===== config.mk =====
export PLATFORM = sky130hd
export DESIGN_NAME = sprite_fetch_arbiter_flat
export DESIGN_NICKNAME = d
export VERILOG_FILES = /design/src/rtl/sprite_fetch_arbiter_if.sv /design/src/rtl/sprite_fetch_arbiter.sv /design/src/flat_wrapper.sv
export SDC_FILE = /design/constraint.sdc
export NUM_CORES = 1
export LEC_CHECK = 0
export ABC_AREA = 0
export CORE_UTILIZATION = 39
export CTS_CLUSTER_DIAMETER = 120
export DETAILED_ROUTE_END_ITERATION = 10
export PLACE_DENSITY = 0.76
export SYNTH_ARGS = -nofsm -noshare
export SYNTH_HDL_FRONTEND = slang
export SYNTH_SLANG_ARGS = --single-unit

===== constraint.sdc =====
create_clock -name clk -period 3.55 [get_ports clk]
set_input_delay 0.71 -clock clk [delete_from_list [all_inputs] [get_ports clk]]
set_output_delay 0.71 -clock clk [all_outputs]
set_load 0.05 [all_outputs]

===== src/rtl/sprite_fetch_arbiter_if.sv =====
// Request/response bundle between two sprite requesters, the fetch arbiter and the shared sprite ROM.
// Coordinates, ROM address and colour widths are fixed by the 96x64 RGB565 OLED sprite store.
interface sprite_fetch_arbiter_if;
   // Requester side
   logic        req_a;
   logic        req_b;
   logic [6:0]  x_a;
   logic [6:0]  x_b;
   logic [5:0]  y_a;
   logic [5:0]  y_b;
   logic        ack_a;
   logic        ack_b;

   // Shared combinational sprite ROM
   logic [12:0] rom_pixel_index;
   logic [15:0] rom_oled_colour;

   // Response path
   logic        rsp_valid_a;
   logic        rsp_valid_b;
   logic [15:0] rsp_colour;
   logic        rsp_transparent;

   modport master (
      output req_a, req_b, x_a, x_b, y_a, y_b, rom_oled_colour,
      input  ack_a, ack_b, rom_pixel_index,
             rsp_valid_a, rsp_valid_b, rsp_colour, rsp_transparent
   );

   modport slave (
      input  req_a, req_b, x_a, x_b, y_a, y_b, rom_oled_colour,
      output ack_a, ack_b, rom_pixel_index,
             rsp_valid_a, rsp_valid_b, rsp_colour, rsp_transparent
   );
endinterface


===== src/rtl/sprite_fetch_arbiter.sv =====
// Two-requester round-robin arbiter in front of a shared sprite ROM.
// Grants combinationally, registers the ROM address, then registers the colour: response two cycles after ack.
module sprite_fetch_arbiter #(
   parameter int unsigned SCR_W = 96,
   parameter int unsigned SCR_H = 64
) (
   input  logic                  clk,
   input  logic                  reset,
   input  logic                  frame_sync,
   sprite_fetch_arbiter_if.slave bus
);

   localparam int unsigned X_W    = 7;
   localparam int unsigned Y_W    = 6;
   localparam int unsigned IDX_W  = 13;
   localparam int unsigned COL_W  = 16;
   localparam int unsigned PROD_W = 24;

   localparam logic [0:0] PTR_A = 1'b0;
   localparam logic [0:0] PTR_B = 1'b1;

   // Priority pointer state
   logic [0:0]       r_ptr;
   logic [0:0]       w_ptr_next;
   logic [0:0]       w_ptr_eff;

   // Arbitration results
   logic             w_grant_a;
   logic             w_grant_b;
   logic             w_grant;

   // Granted request coordinates
   logic [X_W-1:0]   w_x;
   logic [Y_W-1:0]   w_y;
   logic [PROD_W-1:0] w_idx_full;
   logic [IDX_W-1:0] w_idx;
   logic             w_oor;

   // Stage 1: ROM address phase
   logic [IDX_W-1:0] r_rom_pixel_index;
   logic             r_s1_valid;
   logic             r_s1_owner_b;
   logic             r_s1_oor;

   // Stage 2: response phase
   logic [COL_W-1:0] w_colour;
   logic             r_rsp_valid_a;
   logic             r_rsp_valid_b;
   logic [COL_W-1:0] r_rsp_colour;
   logic             r_rsp_transparent;

   // Pointer register
   always_ff @(posedge clk) begin
      if (reset) begin
         r_ptr <= PTR_A;
      end else begin
         r_ptr <= w_ptr_next;
      end
   end

   // Grant selection and pointer next-state; frame_sync forces A priority for this cycle only
   always_comb begin
      w_grant_a  = 1'b0;
      w_grant_b  = 1'b0;
      w_ptr_next = r_ptr;
      w_ptr_eff  = frame_sync ? PTR_A : r_ptr;

      if (!reset) begin
         if (bus.req_a && bus.req_b) begin
            if (w_ptr_eff == PTR_A) begin
               w_grant_a = 1'b1;
            end else begin
               w_grant_b = 1'b1;
            end
         end else if (bus.req_a) begin
            w_grant_a = 1'b1;
         end else if (bus.req_b) begin
            w_grant_b = 1'b1;
         end

         if (w_grant_a) begin
            w_ptr_next = PTR_B;
         end else if (w_grant_b) begin
            w_ptr_next = PTR_A;
         end
      end
   end

   assign w_grant = w_grant_a | w_grant_b;

   // Linear pixel index of the granted request
   always_comb begin
      w_x        = w_grant_b ? bus.x_b : bus.x_a;
      w_y        = w_grant_b ? bus.y_b : bus.y_a;
      w_idx_full = (PROD_W'(w_y) * PROD_W'(SCR_W)) + PROD_W'(w_x);
      w_idx      = IDX_W'(w_idx_full);
      w_oor      = (32'(w_x) >= SCR_W) || (32'(w_y) >= SCR_H);
   end

   // Stage 1: address holds when idle so the ROM input stays quiet
   always_ff @(posedge clk) begin
      if (reset) begin
         r_rom_pixel_index <= '0;
         r_s1_valid        <= 1'b0;
         r_s1_owner_b      <= 1'b0;
         r_s1_oor          <= 1'b0;
      end else begin
         r_s1_valid   <= w_grant;
         r_s1_owner_b <= w_grant_b;
         r_s1_oor     <= w_grant & w_oor;
         if (w_grant) begin
            r_rom_pixel_index <= w_oor ? '0 : w_idx;
         end
      end
   end

   assign w_colour = r_s1_oor ? '0 : bus.rom_oled_colour;

   // Stage 2: colour and transparency hold between responses
   always_ff @(posedge clk) begin
      if (reset) begin
         r_rsp_valid_a     <= 1'b0;
         r_rsp_valid_b     <= 1'b0;
         r_rsp_colour      <= '0;
         r_rsp_transparent <= 1'b0;
      end else begin
         r_rsp_valid_a <= r_s1_valid & ~r_s1_owner_b;
         r_rsp_valid_b <= r_s1_valid &  r_s1_owner_b;
         if (r_s1_valid) begin
            r_rsp_colour      <= w_colour;
            r_rsp_transparent <= (w_colour == '0);
         end
      end
   end

   assign bus.ack_a           = w_grant_a;
   assign bus.ack_b           = w_grant_b;
   assign bus.rom_pixel_index = r_rom_pixel_index;
   assign bus.rsp_valid_a     = r_rsp_valid_a;
   assign bus.rsp_valid_b     = r_rsp_valid_b;
   assign bus.rsp_colour      = r_rsp_colour;
   assign bus.rsp_transparent = r_rsp_transparent;

endmodule

===== src/flat_wrapper.sv =====
// flat-port wrapper written by rule: the top's interface ports become plain ports
module sprite_fetch_arbiter_flat 
#(
   parameter int unsigned SCR_W = 96,
   parameter int unsigned SCR_H = 64
)
  (clk, reset, frame_sync, bus_req_a, bus_req_b, bus_x_a, bus_x_b, bus_y_a, bus_y_b, bus_rom_oled_colour, bus_ack_a, bus_ack_b, bus_rom_pixel_index, bus_rsp_valid_a, bus_rsp_valid_b, bus_rsp_colour, bus_rsp_transparent);
  sprite_fetch_arbiter_if bus_i ();
  input  logic clk;
  input  logic reset;
  input  logic frame_sync;
  input wire logic [$bits(bus_i.req_a)-1:0] bus_req_a;
  input wire logic [$bits(bus_i.req_b)-1:0] bus_req_b;
  input wire logic [$bits(bus_i.x_a)-1:0] bus_x_a;
  input wire logic [$bits(bus_i.x_b)-1:0] bus_x_b;
  input wire logic [$bits(bus_i.y_a)-1:0] bus_y_a;
  input wire logic [$bits(bus_i.y_b)-1:0] bus_y_b;
  input wire logic [$bits(bus_i.rom_oled_colour)-1:0] bus_rom_oled_colour;
  output wire logic [$bits(bus_i.ack_a)-1:0] bus_ack_a;
  output wire logic [$bits(bus_i.ack_b)-1:0] bus_ack_b;
  output wire logic [$bits(bus_i.rom_pixel_index)-1:0] bus_rom_pixel_index;
  output wire logic [$bits(bus_i.rsp_valid_a)-1:0] bus_rsp_valid_a;
  output wire logic [$bits(bus_i.rsp_valid_b)-1:0] bus_rsp_valid_b;
  output wire logic [$bits(bus_i.rsp_colour)-1:0] bus_rsp_colour;
  output wire logic [$bits(bus_i.rsp_transparent)-1:0] bus_rsp_transparent;
  assign bus_i.req_a = bus_req_a;
  assign bus_i.req_b = bus_req_b;
  assign bus_i.x_a = bus_x_a;
  assign bus_i.x_b = bus_x_b;
  assign bus_i.y_a = bus_y_a;
  assign bus_i.y_b = bus_y_b;
  assign bus_i.rom_oled_colour = bus_rom_oled_colour;
  assign bus_ack_a = bus_i.ack_a;
  assign bus_ack_b = bus_i.ack_b;
  assign bus_rom_pixel_index = bus_i.rom_pixel_index;
  assign bus_rsp_valid_a = bus_i.rsp_valid_a;
  assign bus_rsp_valid_b = bus_i.rsp_valid_b;
  assign bus_rsp_colour = bus_i.rsp_colour;
  assign bus_rsp_transparent = bus_i.rsp_transparent;
  sprite_fetch_arbiter #(.SCR_W(SCR_W), .SCR_H(SCR_H)) u_core (.clk(clk), .reset(reset), .frame_sync(frame_sync), .bus(bus_i));
endmodule

Word-level counts from Yosys, hierarchy flattened
Cells that the tools add are included.
Widths: inputs -> output; s select.
- logic and storage cells: 38
- bits of input ports: 47
- bits in registers: 36
- output and inout bits: 34
- reductions and logical operators: 3
- bitwise logic cells: 5
- muxes and demuxes: 18
- magnitude comparators: 1
- add/sub/neg operators: 1
- multipliers: 1
- operators by type and width (operator ; count):
    $logic_not 16->1 ; 1
    $mux 16 ; 1
    $mux 1 ; 14
    $add 13x7->13 ; 1
    $mux 13 ; 1
    $mul 6x2->8 const B ; 1
    $ge 7x7->1 const B ; 1
    $mux 7 ; 1
    $mux 6 ; 1
    $and 1x1->1 ; 3
    $reduce_bool 2->1 ; 1
    $logic_and 1x1->1 ; 1
    $not 1->1 ; 1
    $or 1x1->1 ; 1

Longest topological paths before layout
- word-level depth: 9
- depth in mapped cells: 15
- mapped depth without buffers: 13

Worst setup path after synthesis
OpenSTA, ideal clock, no wires.
- path type: input-to-reg
- from: in reset
- to: reg u_core.r_rom_pixel_index[11], in the netlist u_core.bus.rom_pixel_index[11]
- stages on the path: 15
- data required time: 3.428 ns
- slack: -0.148 ns
- library setup time: 0.122 ns
- path buffers: 2
- arrival time: 3.576 ns
- cells stage by stage: buf_6 > nor2b_4 > o21ai_4 > clkinv_4 > buf_2 > mux2_2 > ha_1 > ha_1 > nor2_1 > nand2_1 > mux2i_1 > o21ai_0 > a2111oi_1 > a211oi_1 > nand3b_1
- cells in the longest elaborated chain, start to end: 5
- elaborated cells between the ends (all ways): 9
- classes of those cells: 1 x add/sub; 1 x mul; 1 x order compare; 5 x mux; 1 x bitwise
- RTL lines (element ; RTL line ; text):
    from (decl) ; flat_wrapper.sv:10 ; input logic reset;
    $mux 1 (*) ; sprite_fetch_arbiter.sv:68 ; if (!reset) begin
    named net bus_ack_b ; flat_wrapper.sv:20 ; output wire logic [$bits(bus_i.ack_b)-1:0] bus_ack_b;
    $mux 6 ; sprite_fetch_arbiter.sv:94 ; w_y = w_grant_b ? bus.y_b : bus.y_a;
    $mul 6x2->8 ; sprite_fetch_arbiter.sv:95 ; w_idx_full = (PROD_W'(w_y) * PROD_W'(SCR_W)) + PROD_W'(w_x);
    $add 13x7->13 ; sprite_fetch_arbiter.sv:95 ;
    $mux 13 ; sprite_fetch_arbiter.sv:112 ; r_rom_pixel_index <= w_oor ? '0 : w_idx;
    to (signal assigned) ; sprite_fetch_arbiter.sv:112 ;
    to (decl) ; sprite_fetch_arbiter.sv:40 ; logic [IDX_W-1:0] r_rom_pixel_index;
The timed path passes the listed nets; every way through them passes the cells marked *.
A chain may end at the register's enable or synchronous reset.

Worst setup path after layout
- from: in bus_req_b
- to: reg u_core.r_rom_pixel_index[12], in the netlist u_core.bus.rom_pixel_index[12]
- cells in the longest elaborated chain, start to end: 9
- elaborated cells between the ends (all ways): 16
- classes of those cells: 1 x add/sub; 1 x mul; 1 x order compare; 11 x mux; 1 x bitwise; 1 x reduce/logical
- RTL lines (element ; RTL line ; text):
    from (decl) ; flat_wrapper.sv:13 ; input wire logic [$bits(bus_i.req_b)-1:0] bus_req_b;
    $mux 1 ; sprite_fetch_arbiter.sv:77 ; end else if (bus.req_b) begin
    $mux 1 ; sprite_fetch_arbiter.sv:75 ; end else if (bus.req_a) begin
    $mux 1 ; sprite_fetch_arbiter.sv:69 ; if (bus.req_a && bus.req_b) begin
    $mux 1 (2 in a row) ; sprite_fetch_arbiter.sv:68 ;
    $mux 6 ; sprite_fetch_arbiter.sv:94 ;
    $mul 6x2->8 ; sprite_fetch_arbiter.sv:95 ;
    $add 13x7->13 ; sprite_fetch_arbiter.sv:95 ;
    $mux 13 ; sprite_fetch_arbiter.sv:112 ;
Parallel ways exist; a longest one is shown, timed or not. The select of a mux whose other input is x is not followed.

==> metrics.csv <==
metric;value;unit
reg2reg_depth;13;
root_buffer;clkbuf_8;
setup_viol;0;
power_density;371;nW/um^2
drv_slew;0;
max_cap_viol_count;0;
core-area;5110;um^2
clkTransAtPathRegs;0.07;ns
grt_usage;0.195;
endpoint_kind;flip-flop;
htree_levels;2;
use_met2;0.326;
dieArea;5600;um^2
drt_iter0_drc;118;
synth_flop_cell;dfxtp_1;
rrSetupSlack;0.64;ns
timing.rr.end;u_core.bus.rom_pixel_index[12];
final.setup.tns;0;ns
gr-usage-met1;0.255;
fin_crit;3.39;ns
multi_input_area;1330;um^2
hp-class;reg2reg;
yosysWarnings;0;
clock_tree.buffer_depth;2;
gp_congestion;0.776;
rows;26;
placed_area;3080;um^2
routedWlPerCell;13.1;um
cts_buffers;5;
vias_per_cell;4.93;
routed_wl;5420;um
syn_inst;243;
initial_core_util;0.405;
yosysUniqueCellTypes;50;
leakagePower;1.34;nW
finalClockSkew;0.00869;ns
max_freq;0.295;GHz
final_cell_area;3280;um^2
synth_fp_nets;299;
antenna_found_initial;0;
synth_edf_count;0;
io_buffers;80;
synthArstFlopShare;0;
synthToLayoutAreaGrowth;58.6;%
dr_total_vias;2038;
cp-endpoint;u_core.bus.rom_pixel_index[12];
synth-seq-area-share;0.348;
num-fill-cells;438;
clk_latency;0.28;ns
dpl_worst_slack;-0.245;ns
dp_hpwl;4110;um
grt_pass1_wl;8410;um
worstSetupStartpoint;bus_req_b;
die_w;74.8;um
antenna_left;0;
crit_path_start_kind;input pin;
outcome;completed;
required;3.74;ns
critPathArrivalTime;3.58;ns
r2r_start;u_core.r_ptr;
ff_latch_area;721;um^2
cts_tree;built;
cts.sinks;36;
die_h;74.8;um
route.detailed.drc;0;
grt_start_max_net_pins;34;
drive_above_1_share;0.187;
crit_type;in2reg;
ys_ff_latch;36;
grt-ovfl-total;0;
layout.nets;398;
slew_headroom;0.304;
worst_pin_slew;1.04;ns
ir_worst_vdd;0.289;mV
synth_area;2070;um^2
cts_hold_buf;0;
cp_max_fo;6;
dr.pass1.iters;4;
grt_use_met3;0.0442;
finalCritPeriodShare;0.954;
antennaDiodeCount;0;
grt_busiest_layer;met2;
grt_pass1_vias;1880;
finalHoldViolations;0;
power;0.00122;W
worst_slack;0.163;ns
ios;81;
avgSynthCellArea;8.52;um^2
## Yosys cell counts, types with 2 or more instances
cell      count  area, um^2
a211oi_1      5        37.5
a21o_1        3        22.5
a21oi_1      26         130
a31oi_1       2        12.5
buf_6         2        22.5
clkbuf_1      8        30.0
dfxtp_1      36         721
ha_1          8         100
inv_1        11        41.3
maj3_1        2        20.0
mux2_2        4        45.0
mux2i_1       9        90.1
nand2_1      10        37.5
nand2b_1      3        18.8
nand3b_1      5        37.5
nand4_1       3        18.8
nor2_1       35         131
nor2b_1      17         106
nor2b_4       2        27.5
nor3_1        9        45.0
nor4_1        4        25.0
o21a_1        2        15.0
o21ai_0       6        30.0
xnor2_1       5        43.8
## registers in the layout, indices dropped and copies added (netlist names)
name / cells
u_core.bus.rsp_valid_a: 1
u_core.r_s1_oor: 1
u_core.r_ptr: 1
u_core.bus.rsp_colour: 16
u_core.r_s1_valid: 1
u_core.bus.rsp_transparent: 1
u_core.bus.rom_pixel_index: 13
u_core.bus.rsp_valid_b: 1
u_core.r_s1_owner_b: 1
## cell families (layout without fill, tap and decap cells)
logic type | Yosys count | count (layout) | share of synthesized area
simple gates | 96 | 96 | 0.245
compound gates | 56 | 56 | 0.192
flops | 36 | 36 | 0.348
buf+inv | 25 | 125 | 0.0556
mux | 13 | 13 | 0.0653
fa+ha+maj | 11 | 11 | 0.0677
xor+xnor | 6 | 6 | 0.0254
## metrics by stage
stage               cells  hold slack (ns)   util
floorplan             243            0.388      -
global placement      404            0.398  0.603
detailed placement    404            0.400  0.603
CTS                   412            0.411  0.622
global route          413            0.429  0.643
finish                413            0.408  0.643
## routing by layer
metal / share of wire / up-vias / routed length [um]
met4: 0.0066 / 0 / 36
met5: 0 / - / 0
met3: 0.046 / 4 / 247
li1: - / 1046 / -
met2: 0.50 / 47 / 2700
met1: 0.45 / 941 / 2430
## cell type report
type | count | share of cell area
tap | 70 | 0.0267
sequential | 36 | 0.220
timing repair buffer | 104 | 0.303
inverter | 13 | 0.0164
clock inverter | 1 | 0.00229
clock buffer | 7 | 0.0263
multi-input combinational | 182 | 0.406
## worst max-delay path, stage by stage
cell and delay, ns:
clkdlybuf4s50_1 0.47, nor2b_4 0.17, o21ai_4 0.09, clkinv_4 0.07, mux2_4 0.33, xnor2_2 0.17, ha_4 0.18, nor2_1 0.04
nand2_1 0.11, mux2i_4 0.10, or3_4 0.40, a2111oi_4 0.37, a31oi_1 0.13, o31ai_1 0.23
## worst min-delay path by stage
stage                                   start                     end  slack (ns)  cells after the start
after global placement    u_core.r_s1_owner_b  u_core.bus.rsp_valid_a        0.40                      1
after floorplan           u_core.r_s1_owner_b  u_core.bus.rsp_valid_a        0.39                      1
after global routing      u_core.r_s1_owner_b  u_core.bus.rsp_valid_a        0.43                      1
after detailed placement  u_core.r_s1_owner_b  u_core.bus.rsp_valid_a        0.40                      1
after CTS                 u_core.r_s1_owner_b  u_core.bus.rsp_valid_a        0.41                      1
final                     u_core.r_s1_owner_b  u_core.bus.rsp_valid_a        0.41                      1
## report_power, final
part / internal, W / switching [W]
Sequential: 0.000433 / 0.0000187
Clock: 0.000158 / 0.000136
Combinational: 0.000217 / 0.000257
## cells in the final DEF (no fill, tap or decap), types with 2 or more instances in the layout
master,Yosys,layout
nand4_1,3,3
nand2_2,0,2
nor2_1,35,35
maj3_2,0,2
nor2b_4,2,2
mux2i_1,9,6
nand2_1,10,8
mux2_2,4,2
ha_1,8,6
nand2b_1,3,3
buf_4,0,25
clkdlybuf4s50_1,0,76
clkbuf_8,0,6
a21oi_1,26,25
inv_1,11,10
dfxtp_1,36,36
nor3_1,9,9
inv_2,1,2
nor2b_1,17,17
ha_4,0,2
nand3b_1,5,5
nor4_1,4,4
mux2_4,0,2
a21o_1,3,3
a31oi_1,2,2
dlymetal6s2s_1,0,2
o21ai_0,6,5
xnor2_1,5,4
mux2i_4,0,3
a211oi_1,5,5
## timing repair
item	in CTS	in global routing
setup buffers	0	1
gates resized for setup	0	23
endpoints found under the setup margin	0	3
Power figures use the tool's default switching activity.
